**src/rtl/immediate_encoder.sv**
```systemverilog
// Iterative encoder for the 12-bit shift-operand field: searches the ARM rotated-immediate
// form one rotation per cycle, or checks the 12-bit sign-extended memory-offset form.
module immediate_encoder (
    input  logic        clk,
    input  logic        rst,
    input  logic        inValid,
    output logic        inReady,
    input  logic [31:0] value,
    input  logic        memoryInstruction,
    output logic        outValid,
    input  logic        outReady,
    output logic        encodable,
    output logic [11:0] shiftOperand,
    output logic [3:0]  rotateImmediate
);

    typedef enum logic [1:0] {
        IDLE   = 2'd0,
        SEARCH = 2'd1,
        DONE   = 2'd2
    } state_t;

    state_t      state, state_next;
    logic [31:0] cap_value;
    logic        cap_mem;
    logic [3:0]  rot;

    logic [4:0]  shamt;
    logic [31:0] candidate;
    logic        rot_hit;
    logic        mem_hit;
    logic        search_done;
    logic        res_enc;
    logic [11:0] res_so;
    logic [3:0]  res_ri;

    // Rotating left by 2r undoes the encoding's rotate-right; a zero-distance rotate
    // shifts the wrapped half out entirely, so no special case is needed.
    always_comb begin
        shamt     = {rot, 1'b0};
        candidate = (cap_value << shamt) | (cap_value >> (6'd32 - {1'b0, shamt}));
        rot_hit   = (candidate[31:8] == 24'd0);
        mem_hit   = (&cap_value[31:11]) | ~(|cap_value[31:11]);
    end

    // NOTE: every combinational output gets a default first so no path can infer a latch.
    always_comb begin
        res_enc = 1'b0;
        res_so  = 12'h000;
        res_ri  = 4'd0;
        if (cap_mem) begin
            res_enc = mem_hit;
            res_so  = mem_hit ? cap_value[11:0] : 12'h000;
        end else if (rot_hit) begin
            res_enc = 1'b1;
            res_so  = {rot, candidate[7:0]};
            res_ri  = rot;
        end
    end

    assign search_done = cap_mem || rot_hit || (rot == 4'd15);

    always_comb begin
        state_next = state;
        unique case (state)
            IDLE:    if (inValid) state_next = SEARCH;
            SEARCH:  if (search_done) state_next = DONE;
            DONE:    if (outReady) state_next = IDLE;
            default: state_next = IDLE;
        endcase
    end

    // NOTE: sequential state uses non-blocking assignments so every register sees
    // pre-edge values, independent of statement order.
    always_ff @(posedge clk) begin
        if (!rst) begin
            state           <= IDLE;
            cap_value       <= 32'd0;
            cap_mem         <= 1'b0;
            rot             <= 4'd0;
            encodable       <= 1'b0;
            shiftOperand    <= 12'h000;
            rotateImmediate <= 4'd0;
        end else begin
            state <= state_next;
            if (state == IDLE && inValid) begin
                cap_value <= value;
                cap_mem   <= memoryInstruction;
                rot       <= 4'd0;
            end else if (state == SEARCH) begin
                if (search_done) begin
                    encodable       <= res_enc;
                    shiftOperand    <= res_so;
                    rotateImmediate <= res_ri;
                end else begin
                    rot <= rot + 4'd1;
                end
            end
        end
    end

    assign inReady  = (state == IDLE);
    assign outValid = (state == DONE);

endmodule

```
**config.mk**
```make
export PLATFORM = sky130hd
export DESIGN_NAME = immediate_encoder
export DESIGN_NICKNAME = d
export VERILOG_FILES = /design/src/rtl/immediate_encoder.sv
export SDC_FILE = /design/constraint.sdc
export NUM_CORES = 1
export LEC_CHECK = 0
export ABC_CLOCK_PERIOD_IN_PS = 6990
export BUFFER_PORTS_ARGS = -buffer_cell sky130_fd_sc_hd__buf_2
export CORE_MARGIN = 2
export CORE_UTILIZATION = 35
export DETAILED_ROUTE_END_ITERATION = 8
export PLACE_DENSITY = 0.54
export RECOVER_POWER = 50
export REMOVE_ABC_BUFFERS = 1
export SETUP_SLACK_MARGIN = 0.3
export SYNTH_ARGS = -nofsm -noshare
export SYNTH_HDL_FRONTEND = slang
export SYNTH_SLANG_ARGS = --single-unit
export TNS_END_PERCENT = 30
```
**constraint.sdc**
```tcl
create_clock -name clk -period 6.99 [get_ports clk]
set_input_delay 1.398 -clock clk [delete_from_list [all_inputs] [get_ports clk]]
set_output_delay 1.398 -clock clk [all_outputs]
set_load 0.1 [all_outputs]
```
==> metrics <==
result of the run complete, but fails checks; violated checks capacitance limit, slew limit; most common cell after layout, fill and taps aside nand2_1; DRC errors left 0; Cell Count, Final, Fillers Out 726; global-route wire length before repair 22.2 mm; NetSw 353 uW; sequential share of the synthesized area 0.257; max_slew headroom -0.573; Setup crit start kind flop; CP endpoint kind flop; DIE AREA 13,400 sq um; YS warnings 0; final hold vios 0; vias per inst 5.86; Hold WS 0.500 ns; core area 12,100 sq um; final wirelength 13.8 mm; ys async rst share 0; filler cell count 1,290; maximum VDD drop 91.5 uV; # clock sinks 56; CTS Hold Bufs 0; CP arrival 4.73 ns; most frequent cells in the layout nand2_1, a21oi_1, dfxtp_1, buf_2, nor2_1; Gate Count Post-Synth 551; drt pass-1 iters 5; Antenna Nets Post-Route 0; combined area of the multi-input logic cells 2900 sq um; antenna violations before repair 0; synthesized flop and latch total 56; die height 116 um; layout cells sized above 1 0.199; dpl hpwl 9.44 mm; period utilization 0.665; dpl cells 719; H-tree depth 2; Compound-Gate Fraction of Synth Area 0.267; chip width 116 um; Flop pwr share 0.406; worst setup path class reg2reg; post-synthesis cell area 4370 sq um; routed vias 4,251; synthesized area per cell 7.93 sq um; CTS tree yes; Synth Area in Adders 0.00573; largest family of logic cells by synthesized area compound AO/OA/AOI/OAI gates; CP max FO 27; vias in the first global route 4,091; Crit path required time 7.07 ns; antenna diode count 0; Worst Skew 0.00703 ns; Clk pin slew, worst setup/hold paths 0.07 ns; combinational power share 0.323; routability-driven placement congestion ratio 0.916; EDFF count, synth 0; Layout Nets 597; # IOs 56; postcts setup bufs 0; remaining global-route overflow 0; Yosys cell types 67; min Tclk post-route 4.65 ns; CTS Buf Count 5; root buffer cell clkbuf_16; starting density of the core 0.361; Power Dens Cells 197 nW/um^2; Std-Cell Rows 40; post_cts resized 0; Max Slew Vio Count 48; Post-Synth XOR/XNOR Area 0.00601; Sw Share 0.379; Min-Delay Path Class reg2reg; RSZ-0062 raised after global routing false; fmax 215 MHz; Pleak 1.63 nW; Worst-Margin Slew 2.36 ns; clock buffer depth 2; clock power share 0.272; Internal 580 uW; setup TNS 0 ns; final setup fails 0; routed len/inst 19.0 um; Post-Synth Simple-Gate Area 0.211; storage element area 1120 sq um; mux cell area share after synthesis 0.172; gr usage total 0.213; DR iter-0 viols 364; max-capacitance violation count 1; clock latency on the worst-skew pair 0.31 ns; Layout area overhead 8.56%; largest net degree at the start of global routing 75; number of I/O port buffers 55; Synth Flop Type dfxtp_1
==> metal layers <==
| layer | vias to the layer above | GRT usage | wire [um] |
|---|---|---|---|
| met5 | - | 0 | 0 |
| met4 | 0 | 0.0802 | 309 |
| met3 | 21 | 0.0350 | 789 |
| met2 | 135 | 0.337 | 6450 |
| met1 | 2045 | 0.292 | 6250 |
| li1 | 2050 | - | - |
==> sequential cells by signal, summed over array words and instances (netlist names) <==
signal / flops
encodable: 1
state: 2
cap_value: 32
rotateImmediate: 4
shiftOperand: 12
rot: 4
cap_mem: 1
==> area by class of cell <==
class / instances / share of cell area
Clock buffer: 5 / 0.0264
Clock inverter: 2 / 0.00264
Inverter: 11 / 0.00870
Multi-Input combinational cell: 420 / 0.611
Sequential cell: 56 / 0.237
Tap cell: 168 / 0.0443
Timing Repair Buffer: 64 / 0.0702
==> cells by family after synthesis <==
logic type               Yosys count
AND/OR/NAND/NOR                  197
AO/OA/AOI/OAI                    168
buffers and inverters             75
flip-flops                        56
multiplexers                      50
XOR/XNOR                           3
adder cells (fa/ha/maj)            2
==> cells in the mapped netlist (4+ instances only) <==
| master | count | area [sq um] |
|---|---|---|
| nor2b_1 | 9 | 56.3 |
| dfxtp_1 | 56 | 1120 |
| mux4_2 | 18 | 405 |
| o21ai_0 | 17 | 85.1 |
| inv_1 | 11 | 41.3 |
| nor3_1 | 18 | 90.1 |
| a211oi_2 | 7 | 87.6 |
| a32o_1 | 4 | 40.0 |
| nand3_1 | 8 | 40.0 |
| mux2i_1 | 22 | 220 |
| nand2_1 | 89 | 334 |
| a22oi_1 | 4 | 30.0 |
| a211oi_1 | 11 | 82.6 |
| o211ai_1 | 6 | 45.0 |
| a32oi_1 | 14 | 123 |
| nor2_1 | 33 | 124 |
| buf_2 | 13 | 65.1 |
| o31ai_1 | 4 | 30.0 |
| nand4_1 | 7 | 43.8 |
| buf_6 | 6 | 67.6 |
| clkbuf_1 | 39 | 146 |
| nand2b_1 | 6 | 37.5 |
| nor4_1 | 5 | 31.3 |
| a21oi_1 | 72 | 360 |
| mux2_2 | 9 | 101 |
==> path summary, 6_finish.rpt <==
check | start | endpoint | slack, ns | depth (start not counted)
max | rot[0]$_SDFFE_PP0P_ | shiftOperand[5]$_SDFFE_PN0P_ | 2.34 | 11
min | rotateImmediate[1]$_SDFFE_PN0P_ | rotateImmediate[1]$_SDFFE_PN0P_ | 0.50 | 1
max reg2reg | rot[0]$_SDFFE_PP0P_ | shiftOperand[5]$_SDFFE_PN0P_ | 2.34 | 11
min reg2reg | rotateImmediate[1]$_SDFFE_PN0P_ | rotateImmediate[1]$_SDFFE_PN0P_ | 0.50 | 1
==> power by group through the flow <==
stage,combinational [mW],sequential [mW],clock (mW)
2_1_floorplan,0.190,0.404,0
3_3_place_gp,0.297,0.385,0
3_5_place_dp,0.299,0.385,0
4_1_cts,0.301,0.378,0.259
5_1_grt,0.329,0.383,0.271
6_report,0.301,0.379,0.253
==> stage by stage <==
step                      setup WS (ns)  area [sq um]   util  power [mW]
final                              2.34          4740  0.392       0.933
after global routing               2.01          4740  0.392       0.983
after CTS                          2.41          4750  0.392       0.938
after detailed placement           2.42          4620  0.381       0.685
after global placement             2.48          4620  0.381       0.682
after floorplan                   0.584          4060      -       0.594
==> critical path: stages, from the launching register on <==
cell      delay (ns)
dfxtp_2         0.32
inv_1           0.37
ha_2            0.68
buf_4           0.42
mux2_2          0.40
or4bb_1         0.47
o31ai_1         0.09
o211a_1         0.22
o31ai_2         0.11
o41a_1          0.56
nor2_2          0.58
a311oi_1        0.19
Note: power is estimated with default switching activity, not from simulation.
